`src/rtl/uart_tx_arbiter_pkg.sv`:
```
// Shared types and constants for the two-port UART transmit arbiter.
package uart_arb_pkg;

    typedef enum logic {
        PORT_A = 1'b0,
        PORT_B = 1'b1
    } port_e;

    typedef enum logic {
        IDLE = 1'b0,
        SEND = 1'b1
    } state_e;

    localparam int DROP_W        = 16;
    localparam int DEFAULT_DEPTH = 4;

endpackage

```
`src/rtl/uart_tx_arbiter_byte_fifo.sv`:
```
// 8-bit synchronous FIFO, async active-high reset; pushes while full and pops while empty are ignored.
module byte_fifo #(
    parameter int DEPTH = 4
) (
    input  logic                     clk,
    input  logic                     reset,
    input  logic                     push,
    input  logic [7:0]               wdata,
    input  logic                     pop,
    output logic [7:0]               rdata,
    output logic                     full,
    output logic                     empty,
    output logic [$clog2(DEPTH):0]   count
);
    localparam int PTR_W = $clog2(DEPTH);

    logic [7:0]       mem_q [DEPTH];
    logic [7:0]       mem_d [DEPTH];
    logic [PTR_W-1:0] wr_ptr_q, wr_ptr_d;
    logic [PTR_W-1:0] rd_ptr_q, rd_ptr_d;
    logic [PTR_W:0]   count_q, count_d;
    logic             do_push, do_pop;

    always_comb begin
        full    = (count_q == (PTR_W+1)'(DEPTH));
        empty   = (count_q == '0);
        count   = count_q;
        rdata   = mem_q[rd_ptr_q];
        do_push = push & ~full;
        do_pop  = pop & ~empty;

        mem_d    = mem_q;
        wr_ptr_d = wr_ptr_q;
        rd_ptr_d = rd_ptr_q;
        count_d  = count_q;
        if (do_push) begin
            mem_d[wr_ptr_q] = wdata;
            wr_ptr_d        = wr_ptr_q + 1'b1;
        end
        if (do_pop) begin
            rd_ptr_d = rd_ptr_q + 1'b1;
        end
        case ({do_push, do_pop})
            2'b10:   count_d = count_q + 1'b1;
            2'b01:   count_d = count_q - 1'b1;
            default: count_d = count_q;
        endcase
    end

    always_ff @(posedge clk or posedge reset) begin
        if (reset) begin
            for (int unsigned i = 0; i < DEPTH; i++) begin
                mem_q[i] <= '0;
            end
            wr_ptr_q <= '0;
            rd_ptr_q <= '0;
            count_q  <= '0;
        end else begin
            mem_q    <= mem_d;
            wr_ptr_q <= wr_ptr_d;
            rd_ptr_q <= rd_ptr_d;
            count_q  <= count_d;
        end
    end

endmodule

```
`src/rtl/uart_tx_arbiter.sv`:
```
// Round-robin share of one UART transmitter between IO ports a and b, each with its own byte FIFO.
// Define UART_ARB_STATS_EN to add saturating per-port dropped-write counters.
module uart_tx_arbiter
    import uart_arb_pkg::*;
#(
    parameter int DEPTH = DEFAULT_DEPTH
) (
    input  logic              clk,
    input  logic              reset,
    input  logic              a_wr,
    input  logic [7:0]        a_wdata,
    output logic              a_full,
    input  logic              b_wr,
    input  logic [7:0]        b_wdata,
    output logic              b_full,
    output logic              tx_valid,
    output logic [7:0]        tx_data,
    input  logic              tx_ready,
    output logic              idle
`ifdef UART_ARB_STATS_EN
    ,
    output logic [DROP_W-1:0] a_drop_cnt,
    output logic [DROP_W-1:0] b_drop_cnt
`endif
);
    localparam int PTR_W = $clog2(DEPTH);

    logic [7:0]     a_rdata, b_rdata;
    logic           a_empty, b_empty;
    logic [PTR_W:0] a_count, b_count;
    logic           a_pop, b_pop;
    logic           load, grant_b;

    state_e         state_q, state_d;
    port_e          rr_q, rr_d;
    logic           tx_valid_q, tx_valid_d;
    logic [7:0]     tx_data_q, tx_data_d;

    byte_fifo #(.DEPTH(DEPTH)) u_fifo_a (
        .clk   (clk),
        .reset (reset),
        .push  (a_wr),
        .wdata (a_wdata),
        .pop   (a_pop),
        .rdata (a_rdata),
        .full  (a_full),
        .empty (a_empty),
        .count (a_count)
    );

    byte_fifo #(.DEPTH(DEPTH)) u_fifo_b (
        .clk   (clk),
        .reset (reset),
        .push  (b_wr),
        .wdata (b_wdata),
        .pop   (b_pop),
        .rdata (b_rdata),
        .full  (b_full),
        .empty (b_empty),
        .count (b_count)
    );

    // With both FIFOs pending the port not granted last wins; rr resets to B so A goes first.
    always_comb begin
        load    = (~tx_valid_q | tx_ready) & (~a_empty | ~b_empty);
        grant_b = ~b_empty & (a_empty | (rr_q == PORT_A));
        a_pop   = load & ~grant_b;
        b_pop   = load & grant_b;

        state_d    = state_q;
        rr_d       = rr_q;
        tx_valid_d = tx_valid_q;
        tx_data_d  = tx_data_q;
        if (load) begin
            state_d    = SEND;
            tx_valid_d = 1'b1;
            tx_data_d  = grant_b ? b_rdata : a_rdata;
            rr_d       = grant_b ? PORT_B : PORT_A;
        end else if (state_q == SEND && tx_ready) begin
            state_d    = IDLE;
            tx_valid_d = 1'b0;
        end

        tx_valid = tx_valid_q;
        tx_data  = tx_data_q;
        idle     = (a_count == '0) & (b_count == '0) & ~tx_valid_q;
    end

    always_ff @(posedge clk or posedge reset) begin
        if (reset) begin
            state_q    <= IDLE;
            rr_q       <= PORT_B;
            tx_valid_q <= 1'b0;
            tx_data_q  <= '0;
        end else begin
            state_q    <= state_d;
            rr_q       <= rr_d;
            tx_valid_q <= tx_valid_d;
            tx_data_q  <= tx_data_d;
        end
    end

`ifdef UART_ARB_STATS_EN
    logic [DROP_W-1:0] a_drop_q, a_drop_d;
    logic [DROP_W-1:0] b_drop_q, b_drop_d;

    always_comb begin
        a_drop_d = a_drop_q;
        b_drop_d = b_drop_q;
        if (a_wr && a_full && a_drop_q != '1) a_drop_d = a_drop_q + 1'b1;
        if (b_wr && b_full && b_drop_q != '1) b_drop_d = b_drop_q + 1'b1;
        a_drop_cnt = a_drop_q;
        b_drop_cnt = b_drop_q;
    end

    always_ff @(posedge clk or posedge reset) begin
        if (reset) begin
            a_drop_q <= '0;
            b_drop_q <= '0;
        end else begin
            a_drop_q <= a_drop_d;
            b_drop_q <= b_drop_d;
        end
    end
`endif

endmodule

```
`config.mk`:
```
export PLATFORM = sky130hd
export DESIGN_NAME = uart_tx_arbiter
export DESIGN_NICKNAME = d
export VERILOG_FILES = /design/src/rtl/uart_tx_arbiter_pkg.sv /design/src/rtl/uart_tx_arbiter_byte_fifo.sv /design/src/rtl/uart_tx_arbiter.sv
export SDC_FILE = /design/constraint.sdc
export NUM_CORES = 1
export LEC_CHECK = 0
export BUFFER_PORTS_ARGS = -buffer_cell sky130_fd_sc_hd__buf_2
export CAP_MARGIN = 20
export CORE_UTILIZATION = 36
export CTS_CLUSTER_SIZE = 40
export DETAILED_ROUTE_END_ITERATION = 8
export SYNTH_ARGS = -nofsm -noshare
export SYNTH_HDL_FRONTEND = slang
export SYNTH_SLANG_ARGS = --single-unit
export TNS_END_PERCENT = 30
```
`constraint.sdc`:
```
create_clock -name clk -period 4 [get_ports clk]
set_input_delay 0.8 -clock clk [delete_from_list [all_inputs] [get_ports clk]]
set_output_delay 0.8 -clock clk [all_outputs]
set_load 0.01 [all_outputs]
```
; Word-level counts from Yosys, hierarchy flattened
; Index checks and enable logic that the tools add are counted.
[totals]
regBits = 88
in_bits = 21
output_inout_bits = 12
wordCells = 87
[classes]
add_sub_neg = 8
n_lt_le_gt_ge = 6
n_eq_ne = 6
n_mux = 18
bitwise = 24
reduce_logical = 8
[ops]
columns = operator, n
row1 = 32-bit bitwise mux, 2
row2 = 8-bit 2-to-1 mux, 7
row3 = 8-bit binary-select mux with 2-bit select, 2
row4 = 8-bit demux with 2-bit select, 2
row5 = "3-bit greater-or-equal comparator, second input constant", 4
row6 = 2-bit inverter with 3-bit output, 4
row7 = 3-bit case mux with 2 select lines, 2
row8 = 1-bit bitwise AND, 10
row9 = "2-bit by 1-bit adder with 2-bit output, second input constant", 4
row10 = 1-bit inverter, 7
row11 = "3-bit by 1-bit adder with 3-bit output, second input constant", 2
row12 = "3-bit equality test, second input constant", 2
row13 = 3-bit logical NOT, 2
row14 = "3-bit by 1-bit < comparator with 1-bit output, second input constant", 2
row15 = 2-bit nonzero test, 3
row16 = "3-bit by 1-bit subtractor with 3-bit output, second input constant", 2
row17 = "2-bit by 1-bit equality test with 1-bit output, second input constant", 2
row18 = "2-bit equality test, second input constant", 2
row19 = 1-bit logical AND, 3
row20 = 1-bit 2-to-1 mux, 3
row21 = 1-bit bitwise OR, 3

; Logic depth before layout (Yosys ltp)
[logic_depth]
ltp_word = 8
mapped_depth = 9
ltp_nobuf = 8

; Hierarchy
; From an unflattened synthesis, not the netlist that was laid out.
[unflattened]
hier_cells = 270
area_unflattened_um2 = 4075.2
[modules_own_cells]
columns = mod, instances, cells_each, area_per_inst_um2, seq_area_each_um2
row1 = byte_fifo, 2, 115, 1788.0, 975.9
row2 = uart_tx_arbiter, 1, 40, 499.2, 251.5

; Least setup slack after synthesis
; No wires, ideal clock.
[synth_timing]
kind = input to register
startpoint = in tx_ready
endpoint = reg u_fifo_b.count_q[2], in the netlist u_fifo_b.count[2]
setup_ns = 0.079
arrival_time_ns = 2.400
required_ns = 3.921
slack_ns = 1.521
path_stages = 9
path_buffers = 1
path_cell_list = nand2b_1 -> clkbuf_1 -> and3_1 -> ha_1 -> inv_1 -> fa_1 -> xor2_1 -> nor2_1 -> xor2_1
[synth_between]
elab_chain_cells = 6
elab_cells_between_ends = 8
cone_classes = 2 x eq/ne / 1 x mux / 4 x bitwise / 1 x reduce/logical
[synth_lines]
columns = item, line
row1 = "start, declared", uart_tx_arbiter.sv:18  ; input logic tx_ready,
row2 = 1-bit bitwise OR (*), uart_tx_arbiter.sv:65  ; load = (~tx_valid_q | tx_ready) & (~a_empty | ~b_empty);
row3 = 1-bit bitwise AND (*), uart_tx_arbiter.sv:65
row4 = 1-bit bitwise AND (*), uart_tx_arbiter.sv:68  ; b_pop = load & grant_b;
row5 = 1-bit bitwise AND (*), uart_tx_arbiter_byte_fifo.sv:30  ; do_pop = pop & ~empty;
row6 = named net u_fifo_b.do_pop, uart_tx_arbiter_byte_fifo.sv:22  ; logic do_push, do_pop;
row7 = 2-bit by 1-bit equality test with 1-bit output / 2-bit equality test (equally long branches), uart_tx_arbiter_byte_fifo.sv:43  ; case ({do_push, do_pop})
row8 = 3-bit case mux with 2 select lines / 2-bit nonzero test (equally long branches), -
row9 = "end signal, assigned", uart_tx_arbiter_byte_fifo.sv:62  ; count_q <= count_d;
row10 = "end, declared", uart_tx_arbiter_byte_fifo.sv:21  ; logic [PTR_W:0] count_q, count_d;
; The timed path passes the listed nets; every way through them passes the cells marked *.
; A chain may end at the register's enable or synchronous reset.

; Worst setup path after layout
[layout_timing]
startpoint = reg u_fifo_b.count_q[0], in the netlist u_fifo_b.count[0]
endpoint = out idle
[layout_between]
elab_chain_cells = 3
[layout_lines]
columns = item, line
row1 = 3-bit logical NOT, uart_tx_arbiter.sv:86  ; idle = (a_count == '0) & (b_count == '0) & ~tx_valid_q;
row2 = 1-bit bitwise AND (2 in a row), uart_tx_arbiter.sv:86
row3 = "end, declared", uart_tx_arbiter.sv:19  ; output logic idle
; Every way passes these cells.

==> metrics.cfg <==
[global_routing]
gr-usage-all-layers_pct = 14.6
antenna_found_initial = 0
grt_start_max_net_pins = 53
grt_overflow_total = 0
grt_pass1_vias = 2276
grt_pass1_wl_um = 12400

[critical_path]
r2r_cells = 7
cp-start-kind = register
cp_slowest_cell = or3_1
cp_data_required_time_ps = 3200
endpoint_kind = output port
arrival_ps = 1700
cpPeakStageDelay_ps = 550
worstPathMaxFanout = 13
crit_type = register to output port
path_cells = or3_1 > nor3_1 > buf_2

[power]
powerDensity_mw_per_mm2 = 810
power_mw = 3.64
p_leak_nw = 1.97
irDropWorstVdd_uv = 213

[placed_design]
dp_slack_ps = 1240
place.gp.congestion = 0.676
portBuffers = 32
place_hpwl_um = 5150
placed_cells = 424
placed_cell_area_sq_mm = 0.00434

[sta]
fin_crit_sh_pct = 62.5
finalCriticalPeriod_ps = 2500
finalMaxSlewViolations = 0
whs_ps = 493
fin_ws_ps = 1500
tightestPinTransition_ps = 881
fin_tns_setup_ps = 0
hold_viol = 0
slew_headroom_pct = 41.2
finalSetupViolCount = 0
finClkSkew_ps = 7.84
fmaxAchievable_mhz = 400
rsz0062_at_grt = no

[final_layout]
area_delta_synth_final_pct = 10.8
fill_cells = 995
final_layout_size_suffix_gt1_share_pct = 44.6
final_cells = 438
layout_common_cells = dfrtp_1 (87), mux2_2 (61), buf_2 (32)
utilization_pct = 41.3
stdcell_area_sq_mm = 0.00450
n_antenna_cell = 0
fin_nets = 328
final_common_cell = dfrtp_1

[synth]
ys_types = 31
syn_area_per_cell_sq_um = 15.5
ys_async_sr_fraction_pct = 100
synthFlopType = dfrtp_1
ys_seq_elements = 88
syn-instance-count = 262
synth-edff-count = 0
synth_area_leaders = dfrtp_1 (54%), mux2_2 (17%), mux4_2 (8.9%)
synth_top_area_cell = dfrtp_1
ys_seq_area_share_pct = 54.3
synth_top_area_share_pct = 53.7
yosys_warnings = 0
syn_nets = 295
syn_area_sq_mm = 0.00406

[drt]
vias_per_cell = 5.03
initialDrtViolationCount = 45
drc_errors = 0
drt_pre_antenna_iters = 5
drtAntennaViolNets = 0
routed_wl_um = 7480
wire_per_inst_um = 17.1
dr_total_vias = 2201

[clock_tree]
cts_tree = done
insertion_delay_ps = 360
cts-buffers-inserted = 9
htreeDepth = 3
cts_hold_buf = 0
cts.repair.resized = 0
clockRootBuffer = clkbuf_8
cts_max_path_buffers = 2
cts_setup_buffers = 0
cts_sinks = 88
clkTransAtPathRegs_ps = 80

[floorplanning]
fp.dieW_um = 108
die_area_sq_mm = 0.0117
start_util_pct = 37.3
pin_count = 33
core-area_sq_mm = 0.0109
rows = 38
fp.dieH_um = 108

[status]
status = complete, no violations

[worst_hold_path]
min_path_cells = 1
hp-class = register to register

[flow_run]
cap_violations = 0

worst paths after layout:
check,from,endpoint,slack (ps)
max,u_fifo_b.count[0]$_DFFE_PP0P_,idle,1500
min,u_fifo_a.mem_q[2]$_DFFE_PP0P_,u_fifo_a.mem_q[2]$_DFFE_PP0P_,490
max reg2reg,u_fifo_a.count[0]$_DFFE_PP0P_,u_fifo_a.count[2]$_DFFE_PP0P_,1630
min reg2reg,u_fifo_a.mem_q[2]$_DFFE_PP0P_,u_fifo_a.mem_q[2]$_DFFE_PP0P_,490
max in group asynchronous,reset,rr_q$_DFFE_PP1N_,2400
min in group asynchronous,reset,u_fifo_a.mem_q[22]$_DFFE_PP0P_,600
sequential cells by signal, indices dropped and copies added, names as in the netlist:
register / count
rr_q: 1
u_fifo_b.wr_ptr_q: 2
u_fifo_b.rd_ptr_q: 2
u_fifo_a.count: 3
u_fifo_b.count: 3
u_fifo_a.mem_q: 32
tx_data: 8
u_fifo_a.wr_ptr_q: 2
tx_valid: 1
u_fifo_b.mem_q: 32
u_fifo_a.rd_ptr_q: 2
routing by layer:
layer / vias to the layer above / GRT usage (%) / wire length, um
met2: 27 / 21.3 / 3500
li1: 1029 / - / -
met4: 0 / 6.16 / 91
met1: 1139 / 20.5 / 3690
met3: 6 / 3.80 / 206
met5: - / 0 / 0
cell families after synthesis:
group	synth area share, %
xor gates and xnor gates	2.59
and+or+nand+nor	5.71
buffers and inverters	2.56
AOI/OAI and AO/OA	3.02
muxes	27.7
DFF	54.3
adders and majority gates	4.07
cell usage after synthesis (all sizes together), types with 2 or more instances:
| master | count |
|---|---|
| dfrtp | 87 |
| or3 | 2 |
| mux2 | 67 |
| fa | 2 |
| xnor2 | 7 |
| ha | 10 |
| a221o | 8 |
| nand3 | 8 |
| and4 | 8 |
| nor2 | 3 |
| nand2 | 3 |
| clkbuf | 3 |
| nor3 | 2 |
| buf | 9 |
| mux4 | 16 |
| xor2 | 5 |
| or3b | 2 |
| inv | 10 |
worst max-delay path, delay by kind of cell (launching register included):
| kind | cells | cell delay (ps) |
|---|---|---|
| buffers and inverters | 1 | 160 |
| and+or+nand+nor | 2 | 750 |
| DFF | 1 | 440 |
cell type report:
type	instances	area (sq um)	area share (%)
clock buffers	13	149	3.31
clock inverters	1	5.00	0.111
well taps	140	175	3.90
multi-input cells	152	1750	38.9
repair buffers	34	175	3.90
inverters	10	38.8	0.863
flip-flops and latches	88	2200	49.0
power breakdown:
group	switching (mW)	total, mW	leakage (nW)	internal (mW)
Sequential	0.347	1.70	1.04	1.35
Combinational	0.557	1.42	0.852	0.867
Clock	0.282	0.518	0.0794	0.236
Note: power is estimated with default switching activity, not from simulation.
